===== config.mk =====
export PLATFORM = sky130hd
export DESIGN_NAME = fifo_rr_ctrl
export DESIGN_NICKNAME = d
export VERILOG_FILES = /design/src/rtl/fifo_rr_ctrl.sv
export SDC_FILE = /design/constraint.sdc
export NUM_CORES = 1
export LEC_CHECK = 0
export ABC_AREA = 1
export CAP_MARGIN = 20
export CORE_MARGIN = 2
export CORE_UTILIZATION = 42
export DETAILED_ROUTE_END_ITERATION = 8
export PLACE_DENSITY = 0.81
export SLEW_MARGIN = 20
export SYNTH_ARGS = -nofsm -noshare
export SYNTH_HDL_FRONTEND = slang
export SYNTH_SLANG_ARGS = --single-unit

===== constraint.sdc =====
create_clock -name clk -period 2.4 [get_ports clk]
set_clock_uncertainty 0.05 [all_clocks]
set_input_delay 0.48 -clock clk [delete_from_list [all_inputs] [get_ports clk]]
set_output_delay 0.48 -clock clk [all_outputs]
set_load 0.05 [all_outputs]

===== src/rtl/fifo_rr_ctrl.sv =====
// Round-robin write arbiter and read sequencer in front of an external FIFO.
// Occupancy is tracked at issue time so gating never waits on the FIFO's own flags.
module fifo_rr_ctrl #(
    parameter int NREQ  = 4,
    parameter int DW    = 8,
    parameter int DEPTH = 4
) (
    input  logic               clk,
    input  logic               rst_n,
    input  logic [NREQ-1:0]    req,
    input  logic [NREQ*DW-1:0] wdata,
    output logic [NREQ-1:0]    gnt,
    input  logic               pop_req,
    output logic               pop_valid,
    output logic [DW-1:0]      pop_data,
    input  logic               flush,
    output logic [2:0]         level,
    output logic               busy,
    output logic               fifo_rst,
    output logic               fifo_wr_en,
    output logic [DW-1:0]      fifo_datain,
    output logic               fifo_rd_en,
    input  logic [DW-1:0]      fifo_dataout,
    input  logic               fifo_full,
    input  logic               fifo_empty
);

    localparam int PW = (NREQ > 1) ? $clog2(NREQ) : 1;
    localparam logic [2:0] DEPTH_L = 3'(DEPTH);

    typedef enum logic [1:0] {HOLD, RUN, FLUSH} state_e;

    state_e          state_q, state_d;
    logic            hold_cnt_q, hold_cnt_d;
    logic [NREQ-1:0] gnt_q, gnt_d;
    logic            wr_en_q, wr_en_d;
    logic [DW-1:0]   datain_q, datain_d;
    logic            rd_en_q, rd_en_d;
    logic            pop_valid_q, pop_valid_d;
    logic [2:0]      level_q, level_d;
    logic [PW-1:0]   ptr_q, ptr_d;
    logic            rd_first_q, rd_first_d;

    logic [NREQ-1:0] elig;
    logic            win_found;
    logic [PW-1:0]   win_idx;
    logic            w_ok, r_ok, do_w, do_r;

    // A requester still sees its own grant this cycle, so it sits out one round.
    always_comb begin
        elig      = req & ~gnt_q;
        win_found = 1'b0;
        win_idx   = '0;
        for (int k = 0; k < NREQ; k++) begin
            logic [PW-1:0] idx;
            idx = PW'((int'(ptr_q) + k) % NREQ);
            if (!win_found && elig[idx]) begin
                win_found = 1'b1;
                win_idx   = idx;
            end
        end
    end

    always_comb begin
        state_d     = state_q;
        hold_cnt_d  = hold_cnt_q;
        gnt_d       = '0;
        wr_en_d     = 1'b0;
        datain_d    = '0;
        rd_en_d     = 1'b0;
        level_d     = level_q;
        ptr_d       = ptr_q;
        rd_first_d  = rd_first_q;
        do_w        = 1'b0;
        do_r        = 1'b0;
        w_ok        = win_found && (level_q < DEPTH_L);
        r_ok        = pop_req && (level_q != 3'd0);
        // A read already on the FIFO bus when flush arrives must not surface.
        pop_valid_d = rd_en_q & ~flush;

        case (state_q)
            HOLD: begin
                if (hold_cnt_q) state_d = RUN;
                else            hold_cnt_d = 1'b1;
            end
            FLUSH: state_d = RUN;
            default: begin
                if (flush) begin
                    state_d = FLUSH;
                    level_d = 3'd0;
                end else begin
                    if (w_ok && r_ok) begin
                        do_r       = rd_first_q;
                        do_w       = ~rd_first_q;
                        rd_first_d = ~rd_first_q;
                    end else begin
                        do_w = w_ok;
                        do_r = r_ok;
                    end
                    if (do_w) begin
                        gnt_d[win_idx] = 1'b1;
                        wr_en_d        = 1'b1;
                        datain_d       = wdata[win_idx*DW +: DW];
                        ptr_d          = (win_idx == PW'(NREQ - 1)) ? '0 : win_idx + 1'b1;
                        level_d        = level_q + 3'd1;
                    end
                    if (do_r) begin
                        rd_en_d = 1'b1;
                        level_d = level_q - 3'd1;
                    end
                end
            end
        endcase
    end

    always_ff @(posedge clk or negedge rst_n) begin
        if (!rst_n) begin
            state_q     <= HOLD;
            hold_cnt_q  <= 1'b0;
            gnt_q       <= '0;
            wr_en_q     <= 1'b0;
            datain_q    <= '0;
            rd_en_q     <= 1'b0;
            pop_valid_q <= 1'b0;
            level_q     <= 3'd0;
            ptr_q       <= '0;
            rd_first_q  <= 1'b1;
        end else begin
            state_q     <= state_d;
            hold_cnt_q  <= hold_cnt_d;
            gnt_q       <= gnt_d;
            wr_en_q     <= wr_en_d;
            datain_q    <= datain_d;
            rd_en_q     <= rd_en_d;
            pop_valid_q <= pop_valid_d;
            level_q     <= level_d;
            ptr_q       <= ptr_d;
            rd_first_q  <= rd_first_d;
        end
    end

    assign gnt         = gnt_q;
    assign fifo_wr_en  = wr_en_q;
    assign fifo_datain = datain_q;
    assign fifo_rd_en  = rd_en_q;
    assign pop_valid   = pop_valid_q;
    assign pop_data    = pop_valid_q ? fifo_dataout : '0;
    assign level       = level_q;
    assign busy        = (state_q != RUN);
    assign fifo_rst    = (state_q != RUN);

    // FIFO flags are only sanity-checked; the controller gates on level.
    a_flags_sane: assert property (@(posedge clk) disable iff (!rst_n) !(fifo_full && fifo_empty));
    a_wr_rd_excl: assert property (@(posedge clk) disable iff (!rst_n) !(wr_en_q && rd_en_q));

endmodule


# After elaboration in Yosys (flattened, before gate mapping)
# Cells that the tools add are included.
[op_classes]
n_addsub = 6
magnitude_cmp = 7
eq_ne = 4
shifts = 1
muxes = 44
n_bitwise = 6
reduce_logical = 19
[ops]
columns = ["op", "n"]
rows = [
  ["8-bit two-way mux", 4],
  ["32-bit by 6-bit variable part select with 8-bit output", 1],
  ["1-bit two-way mux", 21],
  ["2-bit by 3-bit less-than comparator with 1-bit output (second input constant)", 5],
  ["2-bit two-way mux", 7],
  ["4-bit two-way mux", 3],
  ["3-bit two-way mux", 3],
  ["3-bit nonzero test", 3],
  ["1-bit binary-select mux with 2-bit select", 4],
  ["1-bit logical AND", 7],
  ["3-bit AND reduction", 2],
  ["2-bit by 1-bit adder with 2-bit output (second input constant)", 2],
  ["2-bit adder (second input constant)", 2],
  ["4-bit bitwise AND", 1],
  ["2-bit == test (second input constant)", 2],
  ["4-bit NOT", 1],
  ["2-bit case mux with 2 select lines", 1],
  ["2-bit AND reduction", 2],
  ["3-bit by 1-bit adder with 3-bit output (second input constant)", 1],
  ["1-bit zero test", 3],
  ["3-bit less-than comparator (second input constant)", 1],
  ["1-bit NOT", 3],
  ["3-bit by 1-bit subtractor with 3-bit output (second input constant)", 1],
  ["1-bit demux with 2-bit select", 1],
  ["6 further kinds", 6],
]
[totals]
reg_bits = 24
in_bits = 50
out_inout_bits = 28
wordCells = 97

# Logic depth before layout (Yosys ltp)
[depth]
word_depth = 22
depth_mapped = 15
ltp_nobuf = 13

# Worst setup path before layout
# OpenSTA, ideal clock, no wires.
[synth_timing]
kind = "flip-flop to flip-flop"
from = "reg gnt_q[1] (netlist: gnt[1])"
to = "reg level_q[2] (netlist: level[2])"
setup_ns = 0.118
arrival_ns = 2.058
setup_slack_ns = 0.174
path_stages_with_launch = 13
n_path_buf = 0
synth_period_minus_slack_ns = 2.226
path_cell_list = "dfrtp_1 inv_1 nand3_1 nand3_1 nand2_2 nand4_4 nand3_1 nand2_1 fa_1 inv_1 nand2_1 nand3_1 nand2_1"
[synth_between]
elab_chain_len = 21
[synth_rtl]
columns = ["item", "line_no", "text"]
rows = [
  ["start: declaration", "35", "logic [NREQ-1:0] gnt_q, gnt_d;"],
  ["start signal: assignment", "131", "gnt_q <= gnt_d;"],
  ["4-bit NOT *", "51", "elig = req & ~gnt_q;"],
  ["4-bit bitwise AND *", "51", ""],
  ["1-bit binary-select mux with 2-bit select", "57", "if (!win_found && elig[idx]) begin"],
  ["1-bit two-way mux (implied by the code)", "57", ""],
  ["1-bit two-way mux", "57", ""],
  ["1-bit zero test", "57", ""],
  ["1-bit logical AND", "57", ""],
  ["1-bit two-way mux", "57", ""],
  ["(+5 left out)", "n/a", ""],
  ["1-bit two-way mux *", "57", ""],
  ["1-bit logical AND *", "76", "w_ok = win_found && (level_q < DEPTH_L);"],
  ["1-bit logical AND", "92", "if (w_ok && r_ok) begin"],
  ["1-bit two-way mux", "92", ""],
  ["1-bit two-way mux", "88", "if (flush) begin"],
  ["1-bit two-way mux", "81", "case (state_q)"],
  ["3-bit nonzero test (no line) / 3-bit two-way mux (equally long branches)", "n/a", ""],
  ["2-bit AND reduction (no line) / 3-bit two-way mux (equally long branches)", "n/a", ""],
  ["end signal: assignment", "136", "level_q <= level_d;"],
  ["end: declaration", "40", "logic [2:0] level_q, level_d;"],
]
# Mark *: on every way between the ends. The rest lies on a longest branch, timed or not. The select of a mux whose other input is x is not followed.
# A chain may end at the register's enable or synchronous reset.

# Worst setup path after layout
[layout_timing]
from = "in req[2]"
to = "reg ptr_q[1]"
[layout_between]
elab_chain_len = 19
[layout_rtl]
columns = ["item", "line_no", "text"]
rows = [
  ["start: declaration", "10", "input logic [NREQ-1:0] req,"],
  ["4-bit bitwise AND *", "51", ""],
  ["1-bit binary-select mux with 2-bit select", "57", ""],
  ["1-bit two-way mux (implied by the code)", "57", ""],
  ["1-bit two-way mux", "57", ""],
  ["1-bit zero test", "57", ""],
  ["1-bit logical AND", "57", ""],
  ["1-bit two-way mux", "57", ""],
  ["1-bit zero test", "57", ""],
  ["(+3 left out)", "n/a", ""],
  ["1-bit logical AND", "57", ""],
  ["1-bit two-way mux", "57", ""],
  ["1-bit logical AND", "76", ""],
  ["1-bit logical AND", "92", ""],
  ["1-bit two-way mux", "92", ""],
  ["1-bit two-way mux", "88", ""],
  ["1-bit two-way mux", "81", ""],
  ["3-bit AND reduction (no line)", "n/a", ""],
  ["end signal: assignment", "137", "ptr_q <= ptr_d;"],
  ["end: declaration", "41", "logic [PW-1:0] ptr_q, ptr_d;"],
]
# Marked as above.

==> results.sh <==
export IMPL_clock_power_share_pct=7.2
export IMPL_worstSetupPathType="input pin to flip-flop"
export IMPL_total_number_of_vias=1930
export IMPL_h_tree_depth=1
export IMPL_grt_pass1_wl_um=7580
export IMPL_drc_errors=0
export IMPL_start_util_pct=44.0
export IMPL_max_capacitance_violation_count=0
export IMPL_timing_worst_slew_pin_value_ps=500
export IMPL_ys_dominant_reg_cell="dfrtp_1"
export IMPL_min_path_type="flip-flop to flip-flop"
export IMPL_static_leakage_nw=1.46
export IMPL_clockRootBuffer="clkbuf_8"
export IMPL_drt_antenna_violating_nets=0
export IMPL_synth_compound_area_share_pct=6.10
export IMPL_design_core_area_mm2=0.00406
export IMPL_std_cell_rows=23
export IMPL_fin_crit_ps=2150
export IMPL_area_delta_synth_final_pct=56.1
export IMPL_globalRouteTotalUtil_pct=19.1
export IMPL_drt_wl_total_um=4440
export IMPL_dp_hpwl_um=3610
export IMPL_share_comb_of_total_power_pct=75.1
export IMPL_largest_family_of_logic_cells_by_synthesized_area="simple AND/OR/NAND/NOR gates"
export IMPL_fill_cells=326
export IMPL_final_report_max_slew_violation_count=0
export IMPL_ys_warnings=0
export IMPL_cp_arrival_ps=2300
export IMPL_grt_antenna_before_repair=0
export IMPL_timing_final_setup_violations=0
export IMPL_synth_ff_latch_count=24
export IMPL_p_sw_share_pct=53.5
export IMPL_gpl_final_weighted_congestion=0.811
export IMPL_end_kind="flip-flop"
export IMPL_outcome="complete, no violations"
export IMPL_crit_required_ps=2550
export IMPL_cts_setup_buffers=0
export IMPL_grt_max_degree=25
export IMPL_clock_tree_from_tritoncts="built"
export IMPL_synth_async_sr_flop_share_pct=100
export IMPL_clock_tree_buffer_depth=2
export IMPL_placedInstanceArea_mm2=0.00273
export IMPL_grt_setup_unrepaired="no"
export IMPL_fin_setup_tns_ps=0
export IMPL_syn_area_per_cell_um2=7.06
export IMPL_clock_sinks=24
export IMPL_wl_per_cell_um=11.4
export IMPL_yosysSeqAreaShare_pct=33.7
export IMPL_p_sw_w=0.00202
export IMPL_synth_adder_area_share_pct=3.92
export IMPL_power_ir_vdd_worst_v=0.000600
export IMPL_drive_gt1_share_pct=15.0
export IMPL_leading_cell_types_by_count_after_synthesis="inv_1, nand2_1, nand3_1"
export IMPL_cts_buffers_inserted=3
export IMPL_synth_xor_area_share_pct=0
export IMPL_pwr_share_seq_pct=17.6
export IMPL_final_min_period_over_clock_period_pct=89.7
export IMPL_clkSlewWorstSetupHoldPaths_ps=80
export IMPL_length_of_the_first_detailed_routing_pass_in_iterations=4
export IMPL_clk_latency_ps=260
export IMPL_avgViaCountPerCell=4.96
export IMPL_maxSlewHeadroom_pct=66.5
export IMPL_finalHoldViolations=0
export IMPL_post_synth_mux_area_share_pct=0
export IMPL_synth_most_common_cell="inv_1"
export IMPL_postSynthCellCount=253
export IMPL_timing_critical_path_from_type="input pin"
export IMPL_critPathMaxFanout=16
export IMPL_syn_std_cell_area_mm2=0.00179
export IMPL_die_area_mm2=0.00479
export IMPL_detailedRoute_firstIterationViolations=86
export IMPL_net_count_synth=308
export IMPL_number_of_enable_type_register_cells_in_the_synthesized_netlist=0
export IMPL_synth_distinct_cells=26
export IMPL_finish_instance_area_mm2=0.00279
export IMPL_synth_top_cell_area_share_pct=32.2
export IMPL_power_density_cells_mw_per_mm2=1350
export IMPL_cell_types_with_the_largest_area_share_after_synthesis="dfrtp_1, inv_1, nand2_1, nand3_1, nand4_1"
export IMPL_max_frequency_ghz=0.465
export IMPL_synth_top_cell_by_area="dfrtp_1"
export IMPL_buffer_ports_inserted=75
export IMPL_p_int_w=0.00175
export IMPL_globalRoute_totalOverflow=0
export IMPL_ios=78
export IMPL_via_count_of_the_first_global_routing_pass=1850
export IMPL_n_antenna_cell=0
export IMPL_chipHeight_um=69.2
export IMPL_design_final_nets=395
export IMPL_fraction_of_the_mapped_netlist_area_in_simple_logic_gates_pct=38.8
export IMPL_floorplan_die_width_um=69.2
-- layout by cell type (no fill, tap or decap), types with 5 or more instances in the layout --
master	n
a21oi_1	10
nand2_1	53
buf_12	8
clkdlybuf4s50_1	67
inv_1	61
o21ai_0	5
nor2_1	8
buf_4	15
nand2_2	6
nand3_1	34
dfrtp_1	22
nand4_1	19
-- repair_timing --
action,CTS,global route
hold buffers,0,0
setup endpoints to repair,0,1
endpoints found under the hold margin,0,0
gates resized for setup,0,1
-- per-stage QoR --
stage	worst slack (ps)	hold WS [ps]	utilization (%)	total power, W	cells
2_1_floorplan	174	134	-	0.00265	253
3_3_place_gp	8.48	408	67.3	0.00342	385
3_5_place_dp	-28.1	415	67.3	0.00349	385
4_1_cts	207	432	68.7	0.00378	389
5_1_grt	70.8	455	68.7	0.00411	389
6_report	248	426	68.7	0.00376	389
-- final cells by class --
| type | instances | area [um2] | area share [%] |
|---|---|---|---|
| flip-flops and latches | 24 | 603 | 21.6 |
| multi-input cells | 155 | 871 | 31.2 |
| well taps | 50 | 62.6 | 2.24 |
| clock buffers | 4 | 55.1 | 1.97 |
| repair buffers | 90 | 943 | 33.8 |
| inverters | 66 | 253 | 9.07 |
-- critical path: stages --
cell	delay, ps
clkdlybuf4s50_1	490
nand3_1	160
nand3_1	130
nand2_1	110
nand4_4	120
buf_4	150
nand2_2	60
a21oi_2	110
nand2_2	210
inv_2	140
nand2_1	60
o21ai_1	70
-- sequential cells by signal, indices dropped and copies added, names as in the netlist --
signal       flops
fifo_rd_en       1
pop_valid        1
gnt              4
level            3
fifo_datain      8
state_q          2
rd_first_q       1
hold_cnt_q       1
ptr_q            2
fifo_wr_en       1
-- worst paths after layout --
path / endpoint / depth (start not counted) / slack, ps / startpoint
min reg2reg: hold_cnt_q / 1 / 430 / state_q[1]
max in group asynchronous: rd_first_q / 2 / 1510 / rst_n
max reg2reg: level[2] / 13 / 270 / ptr_q[0]
min in group asynchronous: pop_valid / 2 / 510 / rst_n
max: ptr_q[1] / 12 / 250 / req[2]
min: hold_cnt_q / 1 / 430 / state_q[1]
-- metal layers --
metal | global-route usage, % | vias to the layer above | part of all wire (%)
met1 | 22.2 | 879 | 42
met5 | 0 | - | 0
met4 | 6.97 | 0 | 2.3
li1 | - | 964 | -
met3 | 2.62 | 11 | 6.0
met2 | 35.3 | 76 | 50
-- power groups by stage --
stage          Combinational, W  Clock, W  Sequential [W]
2_1_floorplan           0.00173         0        0.000920
4_1_cts                 0.00284  0.000277        0.000662
6_report                0.00283  0.000273        0.000664
3_5_place_dp            0.00282         0        0.000668
3_3_place_gp            0.00275         0        0.000666
5_1_grt                 0.00314  0.000292        0.000685
-- logic make-up after synthesis --
group                    after synthesis
buffers and inverters                 74
adder cells (fa/ha/maj)                5
AND/OR/NAND/NOR                      130
AO/OA/AOI/OAI                         20
flip-flops                            24
(Power assumes the default switching activity.)
